$ cat src/rtl/fp_recip_multiplier_if.sv
// Operand/result handshake bundle for fp_recip_multiplier: valid/ready in, valid/ready out.
interface fp_recip_multiplier_if;
  logic        in_valid;
  logic        in_ready;
  logic [31:0] numerator;
  logic [31:0] recip;
  logic        out_valid;
  logic        out_ready;
  logic [31:0] product;
  logic        overflow;
  logic        underflow;
  logic        invalid;

  modport master (
    output in_valid, numerator, recip, out_ready,
    input  in_ready, out_valid, product, overflow, underflow, invalid
  );

  modport slave (
    input  in_valid, numerator, recip, out_ready,
    output in_ready, out_valid, product, overflow, underflow, invalid
  );
endinterface

$ cat src/rtl/fp_recip_multiplier.sv
// IEEE-754 single x*(1/y) via 24-cycle shift-add; result 26 edges after accept (specials 1), held until out_ready, no overlap.
// FP_MUL_ROUND_NEAREST_EN selects round-to-nearest-even; default build truncates toward zero.
module fp_recip_multiplier #(
  parameter int          MUL_CYCLES = 24,
  parameter logic [31:0] QNAN       = 32'h7FC00000
) (
  input logic                  clk,
  input logic                  rst,
  fp_recip_multiplier_if.slave bus
);
  typedef enum logic [1:0] {IDLE, MUL, NORM, DONE} state_t;

  state_t      state;
  logic        sign;
  logic [7:0]  ea, eb;
  logic [23:0] ma, mb;
  logic [47:0] acc;
  logic [4:0]  cnt;
  logic [31:0] product_r;
  logic        ovf_r, unf_r, inv_r, out_valid_r;

  logic [7:0] xe, ye;
  logic       x_zero, y_zero, x_inf, y_inf, x_nan, y_nan, s_in;

  // Zero exponent covers subnormals, which are flushed to zero on input.
  assign xe     = bus.numerator[30:23];
  assign ye     = bus.recip[30:23];
  assign x_zero = (xe == 8'h00);
  assign y_zero = (ye == 8'h00);
  assign x_inf  = (xe == 8'hFF) && (bus.numerator[22:0] == 23'd0);
  assign y_inf  = (ye == 8'hFF) && (bus.recip[22:0] == 23'd0);
  assign x_nan  = (xe == 8'hFF) && (bus.numerator[22:0] != 23'd0);
  assign y_nan  = (ye == 8'hFF) && (bus.recip[22:0] != 23'd0);
  assign s_in   = bus.numerator[31] ^ bus.recip[31];

  logic signed [9:0] e_base, e_norm, e_fin;
  logic [22:0]       frac_t;
  logic [23:0]       frac_r;
  logic              rnd;

  always_comb begin
    e_base = $signed({2'b00, ea}) + $signed({2'b00, eb}) - 10'sd127;
    if (acc[47]) begin
      frac_t = acc[46:24];
      e_norm = e_base + 10'sd1;
    end else begin
      frac_t = acc[45:23];
      e_norm = e_base;
    end
`ifdef FP_MUL_ROUND_NEAREST_EN
    if (acc[47]) rnd = acc[23] && ((|acc[22:0]) || acc[24]);
    else         rnd = acc[22] && ((|acc[21:0]) || acc[23]);
`else
    rnd = 1'b0;
`endif
    // Carry out of the fraction means mantissa 1.0 at the next exponent.
    frac_r = {1'b0, frac_t} + {23'd0, rnd};
    e_fin  = e_norm + $signed({9'd0, frac_r[23]});
  end

  always_ff @(posedge clk) begin
    if (rst) begin
      state       <= IDLE;
      sign        <= 1'b0;
      ea          <= 8'd0;
      eb          <= 8'd0;
      ma          <= 24'd0;
      mb          <= 24'd0;
      acc         <= 48'd0;
      cnt         <= 5'd0;
      product_r   <= 32'h0;
      ovf_r       <= 1'b0;
      unf_r       <= 1'b0;
      inv_r       <= 1'b0;
      out_valid_r <= 1'b0;
    end else begin
      case (state)
        IDLE: begin
          if (bus.in_valid) begin
            sign  <= s_in;
            ea    <= xe;
            eb    <= ye;
            ma    <= {1'b1, bus.numerator[22:0]};
            mb    <= {1'b1, bus.recip[22:0]};
            acc   <= 48'd0;
            cnt   <= 5'd0;
            ovf_r <= 1'b0;
            unf_r <= 1'b0;
            inv_r <= 1'b0;
            if (x_nan || y_nan || (x_inf && y_zero) || (x_zero && y_inf)) begin
              product_r <= QNAN;
              inv_r     <= 1'b1;
              state     <= DONE;
            end else if (x_inf || y_inf) begin
              product_r <= {s_in, 8'hFF, 23'd0};
              state     <= DONE;
            end else if (x_zero || y_zero) begin
              product_r <= {s_in, 31'd0};
              state     <= DONE;
            end else begin
              state <= MUL;
            end
          end
        end
        MUL: begin
          if (mb[0]) acc <= acc + ({24'd0, ma} << cnt);
          mb  <= mb >> 1;
          cnt <= cnt + 5'd1;
          if (cnt == 5'(MUL_CYCLES - 1)) state <= NORM;
        end
        NORM: begin
          if (e_fin >= 10'sd255) begin
            product_r <= {sign, 8'hFF, 23'd0};
            ovf_r     <= 1'b1;
          end else if (e_fin <= 10'sd0) begin
            product_r <= {sign, 31'd0};
            unf_r     <= 1'b1;
          end else begin
            product_r <= {sign, e_fin[7:0], frac_r[22:0]};
          end
          state <= DONE;
        end
        DONE: begin
          // First DONE cycle registers out_valid; result is already stable.
          if (!out_valid_r) begin
            out_valid_r <= 1'b1;
          end else if (bus.out_ready) begin
            out_valid_r <= 1'b0;
            state       <= IDLE;
          end
        end
        default: state <= IDLE;
      endcase
    end
  end

  assign bus.in_ready  = (state == IDLE) && !rst;
  assign bus.out_valid = out_valid_r;
  assign bus.product   = product_r;
  assign bus.overflow  = ovf_r;
  assign bus.underflow = unf_r;
  assign bus.invalid   = inv_r;
endmodule

$ cat src/flat_wrapper.sv
// flat-port wrapper written by rule: the top's interface ports become plain ports
module fp_recip_multiplier_flat 
#(
  parameter int          MUL_CYCLES = 24,
  parameter logic [31:0] QNAN       = 32'h7FC00000
)
  (clk, rst, bus_in_valid, bus_numerator, bus_recip, bus_out_ready, bus_in_ready, bus_out_valid, bus_product, bus_overflow, bus_underflow, bus_invalid);
  fp_recip_multiplier_if bus_i ();
  input logic clk;
  input logic rst;
  input wire logic [$bits(bus_i.in_valid)-1:0] bus_in_valid;
  input wire logic [$bits(bus_i.numerator)-1:0] bus_numerator;
  input wire logic [$bits(bus_i.recip)-1:0] bus_recip;
  input wire logic [$bits(bus_i.out_ready)-1:0] bus_out_ready;
  output wire logic [$bits(bus_i.in_ready)-1:0] bus_in_ready;
  output wire logic [$bits(bus_i.out_valid)-1:0] bus_out_valid;
  output wire logic [$bits(bus_i.product)-1:0] bus_product;
  output wire logic [$bits(bus_i.overflow)-1:0] bus_overflow;
  output wire logic [$bits(bus_i.underflow)-1:0] bus_underflow;
  output wire logic [$bits(bus_i.invalid)-1:0] bus_invalid;
  assign bus_i.in_valid = bus_in_valid;
  assign bus_i.numerator = bus_numerator;
  assign bus_i.recip = bus_recip;
  assign bus_i.out_ready = bus_out_ready;
  assign bus_in_ready = bus_i.in_ready;
  assign bus_out_valid = bus_i.out_valid;
  assign bus_product = bus_i.product;
  assign bus_overflow = bus_i.overflow;
  assign bus_underflow = bus_i.underflow;
  assign bus_invalid = bus_i.invalid;
  fp_recip_multiplier #(.MUL_CYCLES(MUL_CYCLES), .QNAN(QNAN)) u_core (.clk(clk), .rst(rst), .bus(bus_i));
endmodule
$ cat config.mk
export PLATFORM = sky130hd
export DESIGN_NAME = fp_recip_multiplier_flat
export DESIGN_NICKNAME = d
export VERILOG_FILES = /design/src/rtl/fp_recip_multiplier_if.sv /design/src/rtl/fp_recip_multiplier.sv /design/src/flat_wrapper.sv
export SDC_FILE = /design/constraint.sdc
export NUM_CORES = 1
export LEC_CHECK = 0
export ABC_AREA = 1
export CORE_ASPECT_RATIO = 1.5
export CORE_MARGIN = 4
export CORE_UTILIZATION = 25
export DETAILED_ROUTE_END_ITERATION = 7
export PLACE_DENSITY_LB_ADDON = 0.15
export REMOVE_ABC_BUFFERS = 1
export SETUP_SLACK_MARGIN = 0.1
export SYNTH_ARGS = -nofsm -noshare
export SYNTH_HDL_FRONTEND = slang
export SYNTH_SLANG_ARGS = --single-unit
$ cat constraint.sdc
create_clock -name clk -period 7.47 [get_ports clk]
set_clock_uncertainty 0.15 [all_clocks]
set_input_delay 0.747 -clock clk [delete_from_list [all_inputs] [get_ports clk]]
set_output_delay 0.747 -clock clk [all_outputs]
set_load 0.005 [all_outputs]
[Word level (Yosys, flattened, before mapping)]
Cells that the tools add are included.
Word-level totals
  bits in registers: 156
  output and inout bits: 37
  word-level logic and storage cells: 99
Operators by class
  $add $sub $neg: 5
  order comparisons: 2
  eq/ne operators: 15
  shifts and indexed selects: 1
  multiplexer cells: 33
  bitwise gates (word level): 1
  reduce and logical (&&, ||, !) cells: 29
Operator list (count)
  32-bit two-way mux: 4
  48-bit two-way mux: 2
  48-bit one-hot mux with 2 select lines: 1
  32-bit one-hot mux with 2 select lines: 1
  31-bit two-way mux: 2
  48-bit adder: 1
  24-bit one-hot mux with 2 select lines: 1
  24-bit by 5-bit << shifter with 48-bit output: 1
  23-bit logical NOT: 2
  23-bit nonzero test: 2
  24-bit two-way mux: 1
  23-bit two-way mux: 1
  8-bit equality test (second input constant): 2
  8-bit logical NOT: 2
  2-bit two-way mux: 7
  10-bit by 2-bit adder with 10-bit output (second input constant): 1
  10-bit by 9-bit >= comparator with 1-bit output (second input constant): 1
  10-bit by 1-bit <= comparator with 1-bit output (second input constant): 1
  10-bit two-way mux: 1
  2-bit by 1-bit inequality test with 1-bit output (second input constant): 5
  5-bit one-hot mux with 2 select lines: 1
  10-bit by 8-bit subtractor with 10-bit output (second input constant): 1
  8-bit by 8-bit adder with 9-bit output: 1
  3-bit AND reduction: 3
  other kinds (18): 41

[Longest topological paths before layout]
  word-level depth: 8
  depth in mapped cells: 27
  gate-level depth less buffers: 25

[Worst setup path after synthesis]
Ideal clock, no wire load.
  path kind: register to register
  start point: register u_core.cnt[0]
  end point: register u_core.acc[44]
  data arrival time: 3411 ps
  data required time: 7188 ps
  slack: 3777 ps
  stages on the path, launching flop included: 24
  period minus slack after synthesis: 3693 ps
  cells stage by stage: dfxtp_1 > clkbuf_1 > clkbuf_1 > buf_1 > mux2i_1 > o21ai_0 > o21ai_0 > nand2_1 > o21ai_0 > mux2i_1 > ha_1 > nand2_1 > nor2_1 > inv_1 > nor2_1 > inv_1 > nor4_1 > nand3_1 > nand3_1 > nand2_1 > nand3b_1 > a21oi_1 > o21ai_0 > a21oi_1
Between the ends
  cells in the longest elaborated chain, start to end: 4
Ends and longest elaborated chain
  start: declaration: RTL line fp_recip_multiplier.sv:18  | logic [4:0] cnt;
  start signal: assignment: RTL line fp_recip_multiplier.sv:108  | cnt <= cnt + 5'd1;
  24-bit by 5-bit << shifter with 48-bit output: RTL line fp_recip_multiplier.sv:106  | if (mb[0]) acc <= acc + ({24'd0, ma} << cnt);
  48-bit adder: RTL line fp_recip_multiplier.sv:106
  48-bit two-way mux: RTL line fp_recip_multiplier.sv:106
  48-bit one-hot mux with 2 select lines: RTL line fp_recip_multiplier.sv:77  | case (state)
  end signal: assignment: RTL line fp_recip_multiplier.sv:106
  end: declaration: RTL line fp_recip_multiplier.sv:17  | logic [47:0] acc;
No other way between the ends. The select of a mux whose other input is x is not followed.
A chain may end at the register's enable or synchronous reset.

[Worst setup path in the final report]
  start point: register u_core.cnt[1]
  end point: register u_core.acc[44]
The elaborated chain is that of the path after synthesis.

==> metrics.cfg <==
[run_status]
status=complete, no violations

[setup_path]
rr_startpoint=u_core.cnt[1]
critPathMostFrequentCell=o21ai_0
r2r_end=u_core.acc[44]
path_cells=inv_1 -> o21ai_0 -> nor2_1 -> a31oi_1 -> nand2_1 -> o21ai_0 -> o21ai_0 -> ha_1 -> nand2_1 -> nor2_1 -> inv_1 -> nor4_1 -> nand3_1 -> nand3_1 -> nand2_1 -> nand3b_1 -> a21oi_1 -> o21ai_0 -> a21oi_1
cp_slowest_stage_delay_ps=810
worstSetupStartpoint=u_core.cnt[1]
cp.depth=19
slowest_stage=dfxtp_1
crit_buf_inv=2
cp-end-kind=register
rrSetupSlack_ps=1880
crit_family=simple AND/OR/NAND/NOR gates
reg2reg_depth=19
crit_end=u_core.acc[44]
critical_path_peak_fanout=29
crit_arrival_ps=5750
crit_type=register to register
cp.required_ps=7620
start_kind=register

[sta]
finalSetupViolCount=0
setup_tns_ps=0
worst_slew_pin_slew_ps=1130
rsz0062_at_grt=false
post-route-min-period_ps=5590
max-slew-margin-rel_pct=23.9
final_hold_viol_count=0
fmax_ghz=0.179
finalCritPeriodShare_pct=74.9
finalMaxSlewViolations=0

[yosys]
syn_area_sq_um=11900
avgSynthCellArea_sq_um=5.99
async_reset_ff_share_pct=0
ys.flop_type=dfxtp_1
ys_types=47
yosysWarnings=0
yosysSeqAreaShare_pct=26.3
synthCells=1982
synth_edf_count=0
ys_ff_latch=156

[clocking]
cts_setup_buffers=0
root_buffer=clkbuf_16
clock_sinks=156
clk_pin_slew_ps=70
cts_buffers=17
htreeDepth=4
cts_resized=0
cts_tree=yes
cts_buffer_depth=2
insertion_delay_ps=450
cts_hold_buffers=0

[power_and_ir_drop]
p_seq_share_pct=28.8
switchingPower_w=0.00175
p_comb_share_pct=46.9
power_leakage_nw=5.83
p_per_area_nw_per_um2=277
p_int_w=0.00213
p_clk_share_pct=24.3
switching_share_pct=45.2
ir_worst_vdd_uv=142
p_total_w=0.00388

[routing]
ant_nets=0
drtPass1Iterations=6
drcViolationCount=0
totalWireLength_um=42500
via_count=12697
wl_per_cell_um=16.1
via_per_inst=4.82
drt_iter0_drc=669

[global_route]
grt_overflow=0
grt_usage_pct=16.7
grt_pass1_wl_um=67400
grt_pass1_vias=12785
antenna_found_initial=0
grt_start_max_net_pins=70

[cells_and_area]
drive_above_1_share_pct=4.60
antenna_cells=0
area_growth_syn_to_layout_pct=18.1
fin_area_sq_um=14000
stdcell_count=2636
fin_util_pct=29.9
final_nets=2162

[placed_design]
dp_hpwl_um=33600
port_buffers=104
place.gp.congestion=0.917
placedCellCount=2604
dpl_cell_area_sq_um=13400

[die]
fp.dieW_um=186
rows=97
io_pins=105
die_h_um=275
start_util_pct=25.3
die-area_sq_um=51100
core_area_sq_um=46800

[hold_path]
hold_class=register to register
holdCritStartpoint=u_core.bus.overflow

[job]
cap_violations=0

-- tightest hold or removal path, cell delays in order (launching register included) --
cell and delay (ps):
dfxtp_1 310, inv_1 60, a21oi_2 50
-- cell usage after synthesis, types with 19 or more instances --
master | number | area, sq um
ha_1 | 63 | 788
clkbuf_1 | 71 | 267
nand3_1 | 111 | 556
nand2_1 | 409 | 1540
nor2_1 | 377 | 1420
o21ai_0 | 213 | 1070
dfxtp_1 | 156 | 3120
a21oi_1 | 169 | 846
a31oi_1 | 36 | 225
mux2i_1 | 19 | 190
nor3_1 | 44 | 220
inv_1 | 163 | 612
-- registers in the layout, indices dropped and copies added, names as in the netlist --
| register | cells |
|---|---|
| u_core.acc | 48 |
| u_core.bus.invalid | 1 |
| u_core.bus.product | 32 |
| u_core.eb | 8 |
| u_core.bus.overflow | 1 |
| u_core.ma | 24 |
| u_core.sign | 1 |
| u_core.ea | 8 |
| u_core.cnt | 5 |
| u_core.bus.out_valid | 1 |
| u_core.mb | 24 |
| u_core.state | 2 |
| u_core.bus.underflow | 1 |
-- cells in the final DEF, fill, tap and decap left out, types with 18 or more instances in the layout --
cell	n
nand4_1	18
a31oi_1	36
inv_1	163
nand2_1	409
clkdlybuf4s50_1	103
nor3_1	44
a21oi_1	169
o21ai_0	212
nor2_1	377
ha_1	63
dfxtp_1	156
mux2i_1	19
nand3_1	111
-- logic make-up after synthesis --
group	after synthesis	synth area share (%)
AND/OR/NAND/NOR	1008	35.3
AO/OA/AOI/OAI	458	20.6
flip-flops	156	26.3
adder cells (fa/ha/maj)	65	6.98
buffers and inverters	272	8.89
multiplexers	19	1.60
XOR/XNOR	4	0.295
-- metal layers --
| layer | share of wire [%] | GRT usage (%) |
|---|---|---|
| met5 | 0 | 0 |
| met4 | 4.3 | 7.83 |
| met3 | 3.3 | 2.18 |
| met2 | 53 | 32.2 |
| met1 | 39 | 17.5 |
-- stage by stage --
step                      worst slack [ps]  hold WS [ps]
after global routing                  1400           339
final                                 1880           307
after CTS                             1980           311
after floorplan                       1090           294
after global placement                2010           304
after detailed placement              2000           304
-- final cells by class --
class / count / area [sq um]
repair buffers: 121 / 1160
multi-input cells: 1554 / 7700
well taps: 594 / 743
clock buffers: 19 / 443
flip-flops and latches: 156 / 3120
clock inverters: 13 / 164
fillers: 5365 / 32800
inverters: 179 / 672
-- power by group through the flow --
stage               clock (W)  combinational, W  sequential (W)
floorplan                   0           0.00121         0.00112
global placement            0           0.00182         0.00114
detailed placement          0           0.00184         0.00114
CTS                  0.000976           0.00184         0.00112
global route         0.000997           0.00209         0.00114
finish               0.000943           0.00182         0.00112
-- how the worst min path moves through the flow --
stage                          endpoint  slack [ps]  cells after the start
floorplan                 u_core.acc[0]         290                      2
global placement    u_core.bus.overflow         300                      2
detailed placement  u_core.bus.overflow         300                      2
CTS                 u_core.bus.overflow         310                      2
global route              u_core.acc[0]         340                      2
finish              u_core.bus.overflow         310                      2
Power figures use the tool's default switching activity.
